**src/rtl/game_pkg.sv**
```systemverilog
// Shared types and helpers for the VGA board-game sprite blocks.
package game_pkg;

  typedef enum logic {
    MANUAL = 1'b0,
    BOUNCE = 1'b1
  } mode_t;

  localparam int GAME_SCREEN_W = 1280;
  localparam int GAME_SCREEN_H = 800;

  function automatic int clamp_coord(input int v, input int hi);
    if (v < 0) return 0;
    if (v > hi) return hi;
    return v;
  endfunction

endpackage

```
**src/rtl/tick_gen.sv**
```systemverilog
// Game-tick divider: registered one-cycle pulse every TICK_DIV clocks.
module tick_gen #(
  parameter int TICK_DIV = 524288
) (
  input  logic clk,
  input  logic rst,
  output logic tick
);

  localparam int CW = $clog2(TICK_DIV);

  if (TICK_DIV < 2) begin : g_bad_div
    $error("tick_gen: TICK_DIV must be at least 2");
  end

  logic [CW-1:0] cnt;

  // tick is registered one cycle early so it is high while cnt == TICK_DIV-1
  always_ff @(posedge clk) begin
    if (rst) begin
      cnt  <= '0;
      tick <= 1'b0;
    end else begin
      cnt  <= (cnt == CW'(TICK_DIV - 1)) ? '0 : cnt + CW'(1);
      tick <= (cnt == CW'(TICK_DIV - 2));
    end
  end

endmodule

```
**src/rtl/sprite_ctrl.sv**
```systemverilog
// Single-sprite controller: tick-driven manual/bounce motion clamped to the
// screen, plus registered raster hit flags for the drawing pipeline.
module sprite_ctrl
  import game_pkg::*;
#(
  parameter int SCREEN_W = GAME_SCREEN_W,
  parameter int SCREEN_H = GAME_SCREEN_H,
  parameter int OBJ_W    = 140,
  parameter int OBJ_H    = 200,
  parameter int STEP     = 1,
  parameter int TICK_DIV = 524288,
  parameter int START_X  = 520,
  parameter int START_Y  = 300,
  parameter int XW       = 11,
  parameter int YW       = 10
) (
  input  logic          clk,
  input  logic          rst,
  input  logic          in_up,
  input  logic          in_down,
  input  logic          in_left,
  input  logic          in_right,
  input  logic          mode,
  input  logic          freeze,
  input  logic [XW-1:0] curr_x,
  input  logic [YW-1:0] curr_y,
  output logic [XW-1:0] pos_x,
  output logic [YW-1:0] pos_y,
  output logic          tick,
  output logic          hit,
  output logic          hit_lower
);

  localparam int XMAX = SCREEN_W - OBJ_W;
  localparam int YMAX = SCREEN_H - OBJ_H;
  localparam int MIN_RANGE = (XMAX < YMAX) ? XMAX : YMAX;

  localparam logic signed [XW:0] STEP_X = (XW+1)'(STEP);
  localparam logic signed [YW:0] STEP_Y = (YW+1)'(STEP);
  localparam logic signed [XW:0] XMAX_S = (XW+1)'(XMAX);
  localparam logic signed [YW:0] YMAX_S = (YW+1)'(YMAX);
  localparam logic [XW:0] OBJ_W_X  = (XW+1)'(OBJ_W);
  localparam logic [YW:0] OBJ_H_Y  = (YW+1)'(OBJ_H);
  localparam logic [YW:0] HALF_H_Y = (YW+1)'(OBJ_H / 2);

  if (OBJ_W < 1 || OBJ_W > SCREEN_W) begin : g_bad_obj_w
    $error("sprite_ctrl: OBJ_W out of range");
  end
  if (OBJ_H < 2 || OBJ_H > SCREEN_H) begin : g_bad_obj_h
    $error("sprite_ctrl: OBJ_H out of range");
  end
  if (STEP < 1 || (MIN_RANGE > 0 && STEP > MIN_RANGE)) begin : g_bad_step
    $error("sprite_ctrl: STEP out of range");
  end
  if (START_X < 0 || START_X > XMAX || START_Y < 0 || START_Y > YMAX) begin : g_bad_start
    $error("sprite_ctrl: start position outside clamp range");
  end
  if (SCREEN_W >= (1 << XW) || SCREEN_H >= (1 << YW)) begin : g_bad_width
    $error("sprite_ctrl: coordinate width too narrow for screen");
  end

  tick_gen #(
    .TICK_DIV(TICK_DIV)
  ) u_tick_gen (
    .clk (clk),
    .rst (rst),
    .tick(tick)
  );

  mode_t state;
  logic  dir_x, dir_y;

  logic signed [XW:0] sx, cand_x;
  logic signed [YW:0] sy, cand_y;
  logic [XW-1:0]      nx;
  logic [YW-1:0]      ny;
  logic               ndx, ndy, dx_eff, dy_eff;
  logic               in_x, in_y, in_lower;

  always_comb begin
    sx     = $signed({1'b0, pos_x});
    sy     = $signed({1'b0, pos_y});
    cand_x = sx;
    cand_y = sy;
    nx     = pos_x;
    ny     = pos_y;
    ndx    = dir_x;
    ndy    = dir_y;
    // entering bounce restarts both directions as +
    dx_eff = (state == BOUNCE) ? dir_x : 1'b1;
    dy_eff = (state == BOUNCE) ? dir_y : 1'b1;
    if (mode) begin
      cand_x = dx_eff ? sx + STEP_X : sx - STEP_X;
      cand_y = dy_eff ? sy + STEP_Y : sy - STEP_Y;
      ndx    = dx_eff;
      ndy    = dy_eff;
      if (cand_x > XMAX_S) begin
        nx  = XW'(XMAX);
        ndx = 1'b0;
      end else if (cand_x[XW]) begin
        nx  = '0;
        ndx = 1'b1;
      end else begin
        nx = cand_x[XW-1:0];
      end
      if (cand_y > YMAX_S) begin
        ny  = YW'(YMAX);
        ndy = 1'b0;
      end else if (cand_y[YW]) begin
        ny  = '0;
        ndy = 1'b1;
      end else begin
        ny = cand_y[YW-1:0];
      end
    end else begin
      if (in_right && !in_left) cand_x = sx + STEP_X;
      else if (in_left && !in_right) cand_x = sx - STEP_X;
      if (in_down && !in_up) cand_y = sy + STEP_Y;
      else if (in_up && !in_down) cand_y = sy - STEP_Y;
      nx = XW'(clamp_coord(int'(cand_x), XMAX));
      ny = YW'(clamp_coord(int'(cand_y), YMAX));
    end
  end

  always_comb begin
    in_x     = ({1'b0, curr_x} >= {1'b0, pos_x}) &&
               ({1'b0, curr_x} < {1'b0, pos_x} + OBJ_W_X);
    in_y     = ({1'b0, curr_y} >= {1'b0, pos_y}) &&
               ({1'b0, curr_y} < {1'b0, pos_y} + OBJ_H_Y);
    in_lower = ({1'b0, curr_y} >= {1'b0, pos_y} + HALF_H_Y);
  end

  always_ff @(posedge clk) begin
    if (rst) begin
      state     <= MANUAL;
      pos_x     <= XW'(START_X);
      pos_y     <= YW'(START_Y);
      dir_x     <= 1'b1;
      dir_y     <= 1'b1;
      hit       <= 1'b0;
      hit_lower <= 1'b0;
    end else begin
      if (tick) begin
        state <= mode ? BOUNCE : MANUAL;
        if (!freeze) begin
          pos_x <= nx;
          pos_y <= ny;
          dir_x <= ndx;
          dir_y <= ndy;
        end
      end
      hit       <= in_x && in_y;
      hit_lower <= in_x && in_y && in_lower;
    end
  end

endmodule

```
**config.mk**
```make
export PLATFORM = sky130hd
export DESIGN_NAME = sprite_ctrl
export DESIGN_NICKNAME = d
export VERILOG_FILES = /design/src/rtl/game_pkg.sv /design/src/rtl/tick_gen.sv /design/src/rtl/sprite_ctrl.sv
export SDC_FILE = /design/constraint.sdc
export NUM_CORES = 1
export LEC_CHECK = 0
export ABC_AREA = 1
export CAP_MARGIN = 20
export CORE_UTILIZATION = 45
export DETAILED_ROUTE_END_ITERATION = 12
export HOLD_SLACK_MARGIN = 0.02
export PLACE_DENSITY_LB_ADDON = 0.12
export SLEW_MARGIN = 10
export SYNTH_ARGS = -nofsm -noshare
export SYNTH_HDL_FRONTEND = slang
export SYNTH_SLANG_ARGS = --single-unit
```
**constraint.sdc**
```tcl
create_clock -name clk -period 3 [get_ports clk]
set_input_delay 0.6 -clock clk [delete_from_list [all_inputs] [get_ports clk]]
set_output_delay 0.6 -clock clk [all_outputs]
set_load 0.03 [all_outputs]
```
==> impl_metrics.env, run 1 <==
export IMPL_busiest_layer="met2"
export IMPL_cts_tree="done"
export IMPL_cts_buffer_depth=2
export IMPL_n_antenna_cell=0
export IMPL_synth_top_area_cell="nand2_1"
export IMPL_hold_viol_final=0
export IMPL_fillerInstances=1229
export IMPL_synthMuxAreaShare_pct=0
export IMPL_required_ns=3.20
export IMPL_ys_seq_area_share_pct=16.7
export IMPL_area_growth_pct=15.8
export IMPL_yosys_area_top_type_share_pct=19.3
export IMPL_tightest_slew_ns=0.587
export IMPL_synthFlopType="dfxtp_1"
export IMPL_grt_max_degree=25
export IMPL_numPortBuffers=52
export IMPL_ioPinCount=53
export IMPL_track_usage_pct=24.7
export IMPL_slew_viol_final=0
export IMPL_hold_buffers=0
export IMPL_yosys_cell_types_count=42
export IMPL_crit_type="reg2reg"
export IMPL_fin_crit_sh_pct=84.5
export IMPL_cts_resized=0
export IMPL_setup_violations=0
export IMPL_dpl_hpwl_um=12400
export IMPL_netlist_instances=928
export IMPL_vias=5987
export IMPL_yosys_warnings=0
export IMPL_synthesis_nets=1017
export IMPL_die_area_sq_um=12700
export IMPL_dp_slack_ns=0.324
export IMPL_power_frac_seq_pct=41.5
export IMPL_grt_use_met3_pct=3.35
export IMPL_maxCapViolations=0
export IMPL_p_sw_share_pct=25.3
export IMPL_synth_top_family_by_area="simple AND/OR/NAND/NOR gates"
export IMPL_fin_ws_ns=0.466
export IMPL_final_seq_area_sq_um=921
export IMPL_clk_pin_slew_ns=0.06
export IMPL_wire_per_inst_um=13.6
export IMPL_multi_input_area_sq_um=4030
export IMPL_yosys_top_cells_count="nand2_1 (283), nand3_1 (103), inv_1 (100), nor2_1 (88), a21oi_1 (64)"
export IMPL_grt_pass1_wl_um=25200
export IMPL_slowest_delay_ns=0.52
export IMPL_synthTopCellsByArea="nand2_1 (19%), dfxtp_1 (17%), ha_1 (14%)"
export IMPL_status="completed"
export IMPL_wirelength_um=15400
export IMPL_met1_usage_pct=36.9
export IMPL_grt_util_met2_pct=37.1
export IMPL_drtAntennaViolNets=0
export IMPL_end_kind="flop"
export IMPL_async_reset_ff_share_pct=0
export IMPL_fp_dieH_um=113
export IMPL_synth_most_common_cell="nand2_1"
export IMPL_period_needed_ns=2.53
export IMPL_relSlewSlack_pct=60.8
export IMPL_dieWidth_um=113
export IMPL_cts_root_buf="clkbuf_16"
export IMPL_path_common_cell="nand2_1"
export IMPL_drc=0
export IMPL_holdCritPathClass="reg2reg"
export IMPL_grt_remaining_overflow=0
export IMPL_via_per_inst=5.29
export IMPL_fin_skew_ns=0.00215
export IMPL_synthXorXnorAreaFrac_pct=3.50
export IMPL_internal_power_uw=1110
export IMPL_rows=40
export IMPL_fmax_mhz=395
export IMPL_cts_setup_buffers=0
export IMPL_clkPwrFrac_pct=42.3
export IMPL_htreeDepth=2
export IMPL_synth_edf_count=0
export IMPL_p_sw_uw=377
export IMPL_synth_avg_cell_area_sq_um=5.93
export IMPL_drive_gt1_share_pct=6.40
export IMPL_place_congestion=0.944
export IMPL_ir_drop_mv=0.173
export IMPL_powerDensity_nw_per_um2=234
export IMPL_startpoint_type="flop"
export IMPL_critPathSlowestCell="dfxtp_1"
export IMPL_clkLatencyLatePin_ns=0.29
export IMPL_cts_sinks=46
export IMPL_rsz0062_at_grt="no"
export IMPL_grt_pass1_vias=5270
export IMPL_synthAdderAreaFrac_pct=13.6
export IMPL_synth_compound_area_share_pct=11.6
export IMPL_cellLeakagePower_uw=0.00305
export IMPL_syn_area_sq_um=5500
export IMPL_path_cells="inv_1, ha_1, nand2_1, nand2_1, nor2_4, xor2_1, nand2_1, o21ai_1, nand2_1, nand2_1, nand2_4, nand3b_1, nand3_1, nand2_1, inv_1"
export IMPL_cts_buffers=5
export IMPL_cp_max_fo=8
export IMPL_ys_seq_elements=46
export IMPL_synthSimpleGateAreaFrac_pct=44.6
export IMPL_drtIter0Drc=571
export IMPL_setup_tns_ns=0
export IMPL_grt_antenna_before_repair=0
export IMPL_core_area_sq_um=12000
export IMPL_p_comb_share_pct=16.2
export IMPL_first_pass_iters=5
export IMPL_start_util_pct=46.0
export IMPL_arrival_ns=2.73
export IMPL_nets=1073
[sequential cells by signal, summed over array words and instances (netlist names)]
name and flops:
dir_x 1, hit_lower 1, pos_y 10, pos_x 11, u_tick_gen.cnt 19, dir_y 1, hit 1, u_tick_gen.tick 1
state 1
[per-stage QoR]
stage | area [sq um] | total power, uW | hold slack, ns | instances | utilization (%)
final | 6370 | 1490 | 0.463 | 1132 | 53.3
after global routing | 6370 | 1560 | 0.492 | 1132 | 53.3
after floorplan | 5500 | 779 | 0.441 | 928 | -
after CTS | 6370 | 1500 | 0.468 | 1132 | 53.3
after global placement | 6210 | 870 | 0.452 | 1124 | 51.9
after detailed placement | 6210 | 870 | 0.453 | 1124 | 51.9
[path summary, 6_finish.rpt]
check | slack (ns) | to | startpoint | cells after the start
hold reg to reg | 0.46 | u_tick_gen.cnt[14] | u_tick_gen.cnt[14] | 1
hold / removal | 0.46 | u_tick_gen.cnt[14] | u_tick_gen.cnt[14] | 1
setup reg to reg | 0.47 | pos_y[7] | pos_y[3] | 15
setup / recovery | 0.47 | pos_y[7] | pos_y[3] | 15
[per-layer routing]
layer	share of wire (%)	routed length [um]	vias to the layer above
li1	-	-	3157
met1	52	8080	2645
met2	41	6300	170
met3	5.7	879	15
met4	1.1	169	0
met5	0	0	-
[power groups by stage]
stage,combinational (uW),sequential (uW),clock [uW]
after floorplan,147,632,0
after global placement,239,632,0
after detailed placement,238,632,0
after CTS,240,618,640
after global routing,273,618,669
final,241,618,630
[kinds of logic after synthesis]
family	after synthesis
and+or+nand+nor	552
AOI/OAI and AO/OA	116
buffers and inverters	132
xor gates and xnor gates	22
DFF	46
adders and majority gates	60
[worst max-delay path: cells and delay by family (launching register included)]
kind / cells / cell delay (ns)
compound gates: 1 / 0.14
buf+inv: 2 / 0.28
simple gates: 10 / 1.02
xor+xnor: 1 / 0.23
flops: 1 / 0.52
fa+ha+maj: 1 / 0.25
[cell usage in the layout (no fill, tap or decap), drive strengths merged, types with 2 or more instances in the layout]
master         Yosys  routed
nand2            294     294
inv              108     108
nand3            107     107
nor2              97      97
a21oi             64      64
ha                60      60
clkdlybuf4s50      0      52
dfxtp             46      46
o21ai             39      39
xor2              19      19
nand4             19      19
buf               16      18
nor3              15      15
nand3b             9       9
clkbuf             5       7
o211ai             5       5
nor4               5       5
clkinv             3       3
xnor2              3       3
nor3b              3       3
or2                2       2
o2111ai            2       2
[area by class of cell]
type                            instances  share of cell area, %
Clock buffer                            7                   2.08
Clock inverter                          1                  0.471
Inverter                              111                   6.58
Timing Repair Buffer                   70                   10.3
Sequential cell                        46                   14.4
Multi-Input combinational cell        750                   63.3
Tap cell                              147                   2.89
(Power assumes the default switching activity.)
==> inputs of run 2 (changes only) <==
==> constraint.sdc (replaced) <==
create_clock -name clk -period 2.51 [get_ports clk]
set_input_delay 0.502 -clock clk [delete_from_list [all_inputs] [get_ports clk]]
set_output_delay 0.502 -clock clk [all_outputs]
set_load 0.03 [all_outputs]
==> run 2 against run 1 <==
Net effect:
- first-iteration DRC count is 32% lower
- setup slack got worse by 0.24 ns
- final cell count rose by 2.0%
- critical endpoint is now hit_lower
- fmax increased by 11%
- die area did not move
- sequential power rose by 20%
- non-clock buffer count increased by 23
- critical path depth down 2
- sequential cell count unchanged
- sequential share of layout area down 0.31 points
==> impl_metrics.env, run 2 (synthesis gave the netlist of run 1 again) <==
export IMPL_grt_max_degree=20
export IMPL_crit_type="reg2reg"
export IMPL_hold_buffers=0
export IMPL_tightest_slew_ns=0.528
export IMPL_clkLatencyLatePin_ns=0.29
export IMPL_relSlewSlack_pct=64.7
export IMPL_reg_top3="u_tick_gen.cnt (19), pos_x (11), pos_y (10)"
export IMPL_first_pass_iters=5
export IMPL_dieWidth_um=113
export IMPL_period_needed_ns=2.29
export IMPL_rr_worst_depth=13
export IMPL_startpoint_type="flop"
export IMPL_htreeDepth=2
export IMPL_status="completed"
export IMPL_n_antenna_cell=0
export IMPL_nets=1096
export IMPL_rows=40
export IMPL_ir_drop_mv=0.205
export IMPL_cts_sinks=46
export IMPL_grt_antenna_before_repair=0
export IMPL_place_area_sq_um=6380
export IMPL_cts_buffer_depth=2
export IMPL_place_congestion=0.908
export IMPL_cts_setup_buffers=0
export IMPL_end_kind="flop"
export IMPL_grt_use_met3_pct=3.29
export IMPL_grt_util_met2_pct=39.4
export IMPL_clk_pin_slew_ns=0.06
export IMPL_hold_path_startpoint="u_tick_gen.cnt[14]"
export IMPL_powerDensity_nw_per_um2=258
export IMPL_holdCritPathClass="reg2reg"
export IMPL_rsz0062_at_grt="no"
export IMPL_fp_dieH_um=113
export IMPL_path_cells="ha_1, nand2_1, inv_1, or2_2, ha_1, inv_1, o31a_1, nor2_1, nor2_1, o31ai_1, nor3_1, nand3b_1, nor2_1"
export IMPL_fin_crit_sh_pct=91.1
export IMPL_fmax_mhz=438
export IMPL_required_ns=2.68
export IMPL_grt_pass1_vias=5403
export IMPL_track_usage_pct=25.2
export IMPL_min_to="u_tick_gen.cnt[14]"
export IMPL_largest_reg_flops=19
export IMPL_start_util_pct=46.0
export IMPL_drc=0
export IMPL_layout_commonest_cell="nand2_1"
export IMPL_critPathSlowestCell="dfxtp_2"
export IMPL_via_per_inst=5.19
export IMPL_largest_register="u_tick_gen.cnt"
export IMPL_holdWs_ns=0.468
export IMPL_path_common_cell="nor2_1"
export IMPL_busiest_layer="met2"
export IMPL_slowest_delay_ns=0.37
export IMPL_reg2reg_to="hit_lower"
export IMPL_setup_tns_ns=0
export IMPL_maxCapViolations=0
export IMPL_fillerInstances=1256
export IMPL_area_growth_pct=18.7
export IMPL_drive_gt1_share_pct=9.03
export IMPL_drtAntennaViolNets=0
export IMPL_cts_resized=0
export IMPL_grt_pass1_wl_um=26100
export IMPL_setup_violations=0
export IMPL_crit_buf_inv=2
export IMPL_layout_cells_non_filler=1155
export IMPL_cts_tree="done"
export IMPL_slew_viol_final=0
export IMPL_cts_root_buf="clkbuf_16"
export IMPL_cp_top_family="simple AND/OR/NAND/NOR gates"
export IMPL_dpl_hpwl_um=12600
export IMPL_die_area_sq_um=12700
export IMPL_wirelength_um=15600
export IMPL_dp_cells=1147
export IMPL_wire_per_inst_um=13.5
export IMPL_core_area_sq_um=12000
export IMPL_met1_usage_pct=36.8
export IMPL_cellLeakagePower_uw=0.00315
export IMPL_cts_buffers=5
export IMPL_fin_skew_ns=0.00629
export IMPL_final_util_pct=54.6
export IMPL_hold_viol_final=0
export IMPL_grt_remaining_overflow=0
export IMPL_ioPinCount=53
export IMPL_layout_common_cells="nand2_1 (283), nand3_1 (103), inv_1 (99)"
export IMPL_arrival_ns=2.45
export IMPL_cp_max_fo=6
export IMPL_hold_path_depth=1
export IMPL_vias=5993
export IMPL_rrSetupSlack_ns=0.22
export IMPL_timing_rr_start="pos_y[3]"
export IMPL_numPortBuffers=52
export IMPL_drtIter0Drc=391
export IMPL_final_area_sq_um=6530
==> run 2: changes by cell type in the layout (fill, tap and decap cells not counted), sizes merged <==
cell and delta:
clkinv +2, clkbuf -1, bufinv -1, buf +23
==> run 2: worst max-delay path by stage <==
stage	startpoint	to	depth (start not counted)	slack, ns
after floorplan	pos_x[3]	hit_lower	15	0.14
after global placement	in_down	pos_y[3]	15	0.09
after detailed placement	in_down	pos_y[3]	15	0.08
after CTS	pos_y[3]	hit_lower	11	0.16
after global routing	pos_x[2]	hit_lower	15	0.001
final	pos_y[3]	hit_lower	13	0.22
==> run 2: final cells by class <==
| cell class | instances | area (sq um) | area share (%) |
|---|---|---|---|
| flip-flops and latches | 46 | 923 | 14.1 |
| clock buffers | 6 | 129 | 1.97 |
| clock inverters | 2 | 13.8 | 0.211 |
| well taps | 147 | 184 | 2.82 |
| inverters | 111 | 419 | 6.42 |
| repair buffers | 93 | 828 | 12.7 |
| multi-input cells | 750 | 4040 | 61.8 |
==> run 2: per-layer routing <==
layer / wire length [um] / part of all wire (%)
met2: 6610 / 42
met3: 959 / 6.1
met5: 0 / 0
met4: 142 / 0.91
met1: 7920 / 51
==> run 2: power by group <==
group / total (uW) / leakage (uW) / switching (uW) / internal (uW)
clock network: 650 / 0.0000708 / 281 / 369
logic: 296 / 0.00271 / 166 / 130
registers: 739 / 0.000370 / 4.60 / 734
total: 1690 / 0.00315 / 452 / 1230
==> run 2: per-stage QoR <==
| stage | power [uW] | setup slack, ns |
|---|---|---|
| global route | 1780 | 0.00130 |
| global placement | 1050 | 0.0885 |
| CTS | 1710 | 0.156 |
| floorplan | 932 | 0.135 |
| finish | 1690 | 0.224 |
| detailed placement | 1050 | 0.0829 |
==> inputs of run 3 (changes only) <==
--- a/config.mk
+++ b/config.mk
@@ -6,6 +6,7 @@
 export NUM_CORES = 1
 export LEC_CHECK = 0
 export ABC_AREA = 1
+export ABC_CLOCK_PERIOD_IN_PS = 2510
 export CAP_MARGIN = 20
 export CORE_UTILIZATION = 45
 export DETAILED_ROUTE_END_ITERATION = 12
==> results of run 3 <==
The final DEF is identical to that of run 2; final timing and power are the same.
